<file path="src/rtl/sync_fifo_param.sv">
// Single-clock parametrised FIFO with optional show-ahead read,
// registered almost-full/almost-empty flags and sticky error bits.
module sync_fifo_param #(
    parameter int WIDTH     = 64,
    parameter int DEPTH     = 16,
    parameter int PTR       = 4,
    parameter int FWFT      = 0,
    parameter int AFULL_TH  = 12,
    parameter int AEMPTY_TH = 2
) (
    input  logic             clk,
    input  logic             reset,
    input  logic             wren,
    input  logic [WIDTH-1:0] datain,
    output logic             wrfull,
    output logic             almostfull,
    input  logic             rden,
    output logic [WIDTH-1:0] dataout,
    output logic             rdempty,
    output logic             almostempty,
    output logic [PTR:0]     usedw,
    output logic             overflow,
    output logic             underflow
);

    localparam logic [PTR:0] ONE     = (PTR+1)'(1);
    localparam logic [PTR:0] DEPTH_W = (PTR+1)'(DEPTH);
    localparam logic [PTR:0] AF_W    = (PTR+1)'(AFULL_TH);
    localparam logic [PTR:0] AE_W    = (PTR+1)'(AEMPTY_TH);

    logic [WIDTH-1:0] mem [DEPTH];
    logic [PTR:0]     wr_ptr;
    logic [PTR:0]     rd_ptr;
    logic [PTR:0]     rd_ptr_nx;
    logic [PTR:0]     usedw_nx;
    logic             wr_acc;
    logic             rd_acc;
    logic             dout_en;
    logic [WIDTH-1:0] dout_nx;

    always_comb begin
        wr_acc    = wren & ~wrfull;
        rd_acc    = rden & ~rdempty;
        rd_ptr_nx = rd_ptr + ONE;
        usedw_nx  = usedw + (wr_acc ? ONE : '0) - (rd_acc ? ONE : '0);
    end

    // Show-ahead keeps the head entry registered; a lone entry being popped
    // alongside a write hands the head straight to the incoming word.
    always_comb begin
        dout_en = 1'b0;
        dout_nx = mem[rd_ptr[PTR-1:0]];
        if (FWFT == 0) begin
            dout_en = rd_acc;
        end else if (rd_acc) begin
            if (usedw > ONE) begin
                dout_en = 1'b1;
                dout_nx = mem[rd_ptr_nx[PTR-1:0]];
            end else if (wr_acc) begin
                dout_en = 1'b1;
                dout_nx = datain;
            end
        end else if (wr_acc && rdempty) begin
            dout_en = 1'b1;
            dout_nx = datain;
        end
    end

    always_ff @(posedge clk) begin
        if (wr_acc) mem[wr_ptr[PTR-1:0]] <= datain;
    end

    always_ff @(posedge clk) begin
        if (reset) begin
            wr_ptr      <= '0;
            rd_ptr      <= '0;
            usedw       <= '0;
            wrfull      <= 1'b0;
            rdempty     <= 1'b1;
            almostfull  <= 1'b0;
            almostempty <= 1'b1;
            dataout     <= '0;
            overflow    <= 1'b0;
            underflow   <= 1'b0;
        end else begin
            if (wr_acc) wr_ptr <= wr_ptr + ONE;
            if (rd_acc) rd_ptr <= rd_ptr_nx;
            usedw       <= usedw_nx;
            wrfull      <= (usedw_nx == DEPTH_W);
            rdempty     <= (usedw_nx == '0);
            almostfull  <= (usedw_nx >= AF_W);
            almostempty <= (usedw_nx <= AE_W);
            if (dout_en) dataout <= dout_nx;
            if (wren & wrfull) overflow <= 1'b1;
            if (rden & rdempty) underflow <= 1'b1;
        end
    end

`ifndef SYNTHESIS
    always @(posedge clk) begin
        if (!reset) begin
            assert (usedw == wr_ptr - rd_ptr)
                else $error("sync_fifo_param: usedw out of step with pointers");
            if (wren & wrfull)
                $display("sync_fifo_param: warning, write ignored while full");
            if (rden & rdempty)
                $display("sync_fifo_param: warning, read ignored while empty");
        end
    end
`endif

endmodule

</file>
<file path="config.mk">
export PLATFORM = sky130hd
export DESIGN_NAME = sync_fifo_param
export DESIGN_NICKNAME = d
export VERILOG_FILES = /design/src/rtl/sync_fifo_param.sv
export SDC_FILE = /design/constraint.sdc
export NUM_CORES = 1
export LEC_CHECK = 0
export CORE_ASPECT_RATIO = 1.1
export CORE_MARGIN = 2
export CORE_UTILIZATION = 59
export DETAILED_ROUTE_END_ITERATION = 8
export PLACE_DENSITY = 0.78
export SLEW_MARGIN = 20
export SYNTH_ARGS = -nofsm -noshare
export SYNTH_HDL_FRONTEND = slang
export SYNTH_SLANG_ARGS = --single-unit
</file>
<file path="constraint.sdc">
create_clock -name clk -period 17.6 [get_ports clk]
set_clock_uncertainty 0.15 [all_clocks]
set_input_delay 3.52 -clock clk [delete_from_list [all_inputs] [get_ports clk]]
set_output_delay 3.52 -clock clk [all_outputs]
set_load 0.005 [all_outputs]
</file>
==> results of run 1 <==
==> final cells by class <==
class	instances	area (µm²)	share of cell area
Antenna cell	4	10.01	0.0002101
Clock buffer	136	2863	0.06010
Clock inverter	56	716.9	0.01505
Inverter	12	45.04	0.0009456
Multi-Input combinational cell	737	8638	0.1813
Sequential cell	1107	32420	0.6807
Tap cell	936	1171	0.02459
Timing Repair Buffer	182	1765	0.03706
==> layout by cell type (no fill, tap or decap), types with 13 or more instances in the layout <==
master and instances:
edfxtp_1 1024, mux4_2 190, clkdlybuf4s50_1 142, mux2i_1 132, clkbuf_16 104, dfxtp_1 79
nand2_1 72, a221oi_1 62, mux2_2 62, a22oi_1 62, o21ai_0 59, buf_4 35
clkinv_2 21, clkbuf_1 18, nor2_1 15, bufinv_16 15, clkbuf_8 14, nor2_4 13
==> cells in the mapped netlist (19+ instances only) <==
| cell | number | share of area |
|---|---|---|
| buf_2 | 20 | 0.0024 |
| nand2_1 | 72 | 0.0065 |
| clkbuf_1 | 55 | 0.0050 |
| o21ai_0 | 59 | 0.0071 |
| buf_6 | 19 | 0.0051 |
| mux2i_1 | 132 | 0.032 |
| nor2_1 | 28 | 0.0025 |
| edfxtp_1 | 1024 | 0.74 |
| mux4_2 | 190 | 0.10 |
| a221oi_1 | 62 | 0.013 |
| dfxtp_1 | 83 | 0.040 |
| a22oi_1 | 62 | 0.011 |
| mux2_2 | 62 | 0.017 |
==> registers in the layout, indices dropped and copies added, names as in the netlist <==
register,count
almostfull,1
rd_ptr,4
wr_ptr,4
almostempty,1
underflow,1
usedw,5
overflow,1
dataout,64
mem,1024
wrfull,1
rdempty,1
==> cells by family (layout without fill, tap and decap cells) <==
group	count (synthesis)	after routing	synth area share
buf+inv	127	386	0.01639
simple gates	126	126	0.01287
mux	384	384	0.1514
flops	1107	1107	0.7790
compound gates	207	207	0.03497
xor+xnor	9	9	0.001895
fa+ha+maj	11	11	0.003488
other cells	0	4	0
==> worst max path at each step <==
| stage | end | slack (ns) |
|---|---|---|
| 3_5_place_dp | mem[4][8]$_DFFE_PP_ | 10.47 |
| 4_1_cts | mem[15][46]$_DFFE_PP_ | 11.14 |
| 6_report | mem[4][9]$_DFFE_PP_ | 11.19 |
| 5_1_grt | mem[4][22]$_DFFE_PP_ | 10.97 |
| 2_1_floorplan | mem[3][0]$_DFFE_PP_ | 8.45 |
| 3_3_place_gp | mem[4][3]$_DFFE_PP_ | 10.50 |
==> where the power goes <==
| part | leakage (nW) | total, mW | switching (mW) | internal (mW) |
|---|---|---|---|---|
| Clock | 1.74 | 2.31 | 0.946 | 1.37 |
| Combinational | 3.12 | 0.543 | 0.298 | 0.245 |
| Sequential | 9.93 | 3.08 | 0.0724 | 3.01 |
| Total | 14.8 | 5.94 | 1.32 | 4.62 |
==> stage by stage <==
stage | instance area (µm²) | worst slack, ns | cells | total power [mW] | util
floorplan | 41610 | 8.454 | 1971 | 3.398 | -
global placement | 44000 | 10.50 | 2973 | 3.647 | 0.6281
detailed placement | 44030 | 10.47 | 2974 | 3.671 | 0.6285
CTS | 47610 | 11.14 | 3166 | 5.963 | 0.6795
global route | 47630 | 10.97 | 3169 | 6.105 | 0.6798
finish | 47630 | 11.19 | 3170 | 5.939 | 0.6798
==> worst register-to-register path: cells and delay by family (launching register included) <==
family | cells | cell delay, ns
buffers and inverters | 2 | 1.78
muxes | 2 | 0.94
DFF | 1 | 0.88
AOI/OAI and AO/OA | 1 | 0.20
and+or+nand+nor | 1 | 0.09
==> per-layer routing <==
| metal | part of all wire | track usage |
|---|---|---|
| met5 | 0.00066 | 0 |
| met4 | 0.022 | 0.08125 |
| met3 | 0.081 | 0.04615 |
| met2 | 0.51 | 0.4148 |
| met1 | 0.38 | 0.3229 |
==> summary.md, run 1 <==
| Metric | Value |
|---|---|
| Hold Path Stages | `2` |
| Final min period | `6.413 ns` |
| WP buf/inv | `2` |
| Synth async-reset ratio | `0` |
| CP Class | `primary input to register` |
| Primary FF master, synth | `edfxtp_1` |
| Post-Syn Area | `41,610 µm²` |
| Final #Nets | `2,220` |
| Pwr Density | `124.7 nW/µm²` |
| CP max stage cell | `nor2_4` |
| Yosys reg bits | `1,107` |
| Worst endpoint required time | `17.73 ns` |
| Status | `complete, no violations` |
| Cts repair resizes | `0` |
| Critical path arrival | `6.55 ns` |
| Max IR drop VDD | `71.40 µV` |
| Die ar. | `72,660 µm²` |
| Hold_buf cts | `0` |
| Layout cells sized above 1 | `0.2193` |
| Number of max-cap violations | `0` |
| Largest net degree at the start of global routing | `111` |
| Min Hold Slack | `0.3251 ns` |
| Clock sinks | `1,107` |
| Syn_area_per_cell | `21.11 µm²` |
| WL final | `87,440 µm` |
| LEAKAGE | `14.79 nW` |
| Synth warnings | `0` |
| Number of buffers created by CTS | `101` |
| Die Height | `282.5 µm` |
| Setup TNS | `0 ns` |
| Vias | `20.12k` |
| Startpoint types | `primary input` |
| Reg2reg start | `rd_ptr[2]$_SDFFE_PP0P_` |
| Skew-Pair Late Insertion Delay | `0.67 ns` |
| Worst Hold Class | `register to register` |
| Number of port buffers | `142` |
| Post-DR vias/cell | `6.347` |
| Critical path depth in cells | `5` |
| Final Setup Violations | `0` |
| Die Wd | `257.2 µm` |
| I/O pins | `143` |
| Slowest cell delay on critical path | `0.82 ns` |
| Gpl congestion | `0.7670` |
| Layout Area Growth over Synthesis | `14.49%` |
| Pre-antenna DRT Iters | `5` |
| Final Slew Violations | `0` |
| Filler cells | `4,127` |
| Grt ovf | `0` |
| Library cells used by synthesis | `38` |
| Slew @ Worst Pin | `1.104 ns` |
| Worst r2r dst | `dataout[4]$_SDFFE_PP0P_` |
| Worst R2R Setup Slack | `13.46 ns` |
| WHS Endpoint | `underflow$_SDFFE_PP0P_` |
| CTS H-Tree Depth | `3` |
| Syn Inst Count | `1,971` |
| CP top delay family | `simple AND/OR/NAND/NOR gates` |
| Root Buffer | `clkbuf_16` |
| Syn nets | `2,050` |
| Hpwl dp | `44,560 µm` |
| ANT nets after route | `0` |
| Max Fanout on Critical Path | `38` |
| Unrepaired setup endpoints after global routing | `false` |
| Worst reg-to-reg path cell count | `6` |
| Core area | `70,060 µm²` |
| Post-CTS Setup Bufs | `0` |
| Register area share after synthesis | `0.7790` |
| Per-cell routed wire length | `27.58 µm` |
| Slew Limit Headroom | `0.2623` |
| Total track usage | `0.2443` |
| CTS tree | `done` |
| Initial Utilization | `0.5938` |
| Initial antenna violation count | `8` |
| Fin crit share | `0.3644` |
| Rows | `102` |
| First-pass GRT wire length | `131,300 µm` |
| Worst-path clk slew | `0.06 ns` |
| CP Cell Sequence | `clkdlybuf4s50_1 > nor2b_1 > nand2_1 > nor2_4 > buf_4` |
| CP Capture Type | `register` |
| Post-route DRC violation count | `0` |
| Hold_sp | `underflow$_SDFFE_PP0P_` |
| Max Clk Rate | `155.9 MHz` |
| Final hold viol count | `0` |
| Initial DRC count | `2,246` |
| Post-synth EDFFs | `1,024` |
| CP startpoint | `wren` |
| Clock Tree Buf Depth | `3` |
| Vias in the first global route | `20.99k` |
Power figures use the tool's default switching activity.
==> run 2: changes to the inputs <==
--- a/config.mk
+++ b/config.mk
@@ -7,9 +7,9 @@
 export LEC_CHECK = 0
 export CORE_ASPECT_RATIO = 1.1
 export CORE_MARGIN = 2
-export CORE_UTILIZATION = 59
+export CORE_UTILIZATION = 55
 export DETAILED_ROUTE_END_ITERATION = 8
-export PLACE_DENSITY = 0.78
+export PLACE_DENSITY = 0.77
 export SLEW_MARGIN = 20
 export SYNTH_ARGS = -nofsm -noshare
 export SYNTH_HDL_FRONTEND = slang
==> constraint.sdc (replaced) <==
create_clock -name clk -period 5.5 [get_ports clk]
set_clock_uncertainty 0.15 [all_clocks]
set_input_delay 1.1 -clock clk [delete_from_list [all_inputs] [get_ports clk]]
set_output_delay 1.1 -clock clk [all_outputs]
set_load 0.005 [all_outputs]
==> run 2 against run 1 <==
- critical path depth increased by 8
- power increased to 3.1 times the previous value
- die area increased by 7.2%
- worst hold slack improved by 0.0058 ns
- sequential power increased to 3.2 times the previous value
- critical path type unchanged
- via count increased by 0.98%
- clock-buffer cell count increased by 3
- combinational power increased to 3.3 times the previous value
- wire length increased by 2.6%
- register-to-register slack got worse by 11 ns
- setup slack got worse by 9.6 ns
- flip-flop and latch count unchanged
==> summary.md, run 2 (synthesized netlist as in run 1, its figures left out) <==
| Metric | Value |
|---|---|
| Layout Area Growth over Synthesis | `14.40% (about the same)` |
| Post-route DRC violation count | `0 (unchanged)` |
| Pre-antenna DRT Iters | `5 (unchanged)` |
| Core Util, Final | `0.6368 (-0.04309)` |
| CP Capture Type | `register` |
| Filler cells | `4,687 (+14%)` |
| Hpwl dp | `47,580 µm (+6.8%)` |
| Gpl congestion | `0.7749 (+1.0%)` |
| Critical path arrival | `4.21 ns (-2.34 ns)` |
| CP Class | `primary input to register` |
| Most common cell after layout, fill and taps aside | `edfxtp_1` |
| Die ar. | `77,870 µm² (+7.2%)` |
| CTS H-Tree Depth | `3 (unchanged)` |
| Pwr Density | `389.3 nW/µm² (+210%)` |
| Per-cell routed wire length | `28.01 µm (+1.5%)` |
| Number of buffers created by CTS | `99 (-2.0%)` |
| Max IR drop VDD | `250.6 µV (+250%)` |
| Skew-Pair Late Insertion Delay | `0.65 ns (-0.02 ns)` |
| Rows | `105 (+2.9%)` |
| Clock Tree Buf Depth | `3 (unchanged)` |
| Final hold viol count | `0 (unchanged)` |
| Number of port buffers | `142 (unchanged)` |
| Root Buffer | `clkbuf_16` |
| Slew @ Worst Pin | `1.029 ns (-0.07483 ns)` |
| CTS tree | `done` |
| Largest net degree at the start of global routing | `68 (-39%)` |
| Setup TNS | `0 ns (unchanged)` |
| Post-CTS Setup Bufs | `0 (unchanged)` |
| Max Fanout on Critical Path | `6 (-84%)` |
| Hold Path Stages | `2 (unchanged)` |
| Worst Hold Class | `register to register` |
| Number of max-cap violations | `0 (unchanged)` |
| Status | `complete, no violations` |
| Worst-path clk slew | `0.07 ns (about the same)` |
| Final Slew Violations | `0 (unchanged)` |
| ANT nets after route | `0 (unchanged)` |
| Initial Utilization | `0.5566 (-0.03724)` |
| Slew Limit Headroom | `0.3140 (+0.05163)` |
| Final Setup Violations | `0 (unchanged)` |
| Die Height | `292.5 µm (+3.5%)` |
| First-pass GRT wire length | `133,100 µm (+1.3%)` |
| Unrepaired setup endpoints after global routing | `false` |
| Clock sinks | `1,107 (unchanged)` |
| Max Clk Rate | `258.6 MHz` |
| Die Wd | `266.2 µm (+3.5%)` |
| Worst endpoint required time | `5.84 ns (-11.89 ns)` |
| Startpoint types | `primary input` |
| Multi-input logic area | `8663 µm² (+0.29%)` |
| Final #Nets | `2,230 (+0.45%)` |
| Core area | `74,750 µm² (+6.7%)` |
| Hold_buf cts | `0 (unchanged)` |
| Max FFs per register | `1,024 (unchanged)` |
| Cts repair resizes | `0 (unchanged)` |
| WL final | `89,680 µm (+2.6%)` |
| Commonest non-fill, non-tap cells in the layout | `edfxtp_1 (1,024), mux4_2 (190), clkdlybuf4s50_1 (142)` |
| Final min period | `3.867 ns` |
| Vias | `20.32k (+0.98%)` |
| Worst reg-to-reg path cell count | `12 (+6)` |
| Total track usage | `0.2311 (-0.01317)` |
| Register area | `32,420 µm² (unchanged)` |
| Grt ovf | `0 (unchanged)` |
| Layout cells sized above 1 | `0.2097 (-0.009627)` |
| LEAKAGE | `14.71 nW (-0.60%)` |
| Fin crit share | `0.7031` |
| I/O pins | `143 (unchanged)` |
| Vias in the first global route | `21.18k (+0.87%)` |
| Initial antenna violation count | `3 (-5)` |
| Post-DR vias/cell | `6.345 (about the same)` |
| Initial DRC count | `2,052 (-8.6%)` |
## run 2: changes by cell type in the layout (fill, tap and decap cells not counted), moves of 5 or more
cell | previous run | this run
clkbuf_1 | 18 | 31
bufinv_16 | 15 | 10
buf_12 | 1 | 13
clkinv_2 | 21 | 11
clkbuf_8 | 14 | 7
clkinv_1 | 3 | 17
## run 2: layer usage
metal	global-route usage	wire (µm)	vias up
met3	0.04203	7221	130
met5	0	10	-
met2	0.3883	46180	1002
met4	0.07988	2025	2
met1	0.3069	34240	10650
li1	-	-	8532
## run 2: final timing paths
kind | from | end | slack, ns
setup / recovery | rden | almostempty$_SDFF_PP1_ | 1.63
hold / removal | overflow$_SDFFE_PP0P_ | overflow$_SDFFE_PP0P_ | 0.33
setup reg to reg | rdempty$_SDFF_PP1_ | almostempty$_SDFF_PP1_ | 2.12
hold reg to reg | overflow$_SDFFE_PP0P_ | overflow$_SDFFE_PP0P_ | 0.33
## run 2: worst max-delay path: stages
cell and delay, ns:
clkdlybuf4s50_1 0.42, nand2b_1 0.20, clkinv_1 0.27, ha_1 0.34, inv_1 0.06, ha_1 0.16, inv_1 0.06, fa_1 0.43
nor2b_1 0.15, o21ai_0 0.13, a21oi_1 0.20, nor3b_1 0.12, a2111oi_0 0.56
## run 2: where the power goes
part           total [mW]  switching, mW  internal (mW)
Combinational        1.81           1.01          0.801
Sequential           9.84          0.216           9.63
Clock                6.88           2.92           3.96
Total                18.5           4.14           14.4
## run 2: stage by stage
step	area, µm²	worst slack, ns	hold WS (ns)	instances	power (mW)
2_1_floorplan	41630	0.4900	0.3104	1971	10.85
3_3_place_gp	44280	1.330	0.2990	3011	11.72
3_5_place_dp	44280	1.129	0.3190	3011	11.80
4_1_cts	47550	1.739	0.3349	3198	18.61
5_1_grt	47600	1.416	0.3642	3202	19.07
6_report	47600	1.633	0.3309	3202	18.53
## run 2: layout make-up
| type | count | area share |
|---|---|---|
| tap | 963 | 0.02531 |
| inverter | 12 | 0.0009463 |
| timing repair buffer | 194 | 0.04190 |
| clock inverter | 48 | 0.01099 |
| antenna | 2 | 0.0001051 |
| sequential | 1107 | 0.6812 |
| multi-input combinational | 737 | 0.1820 |
| clock buffer | 139 | 0.05757 |
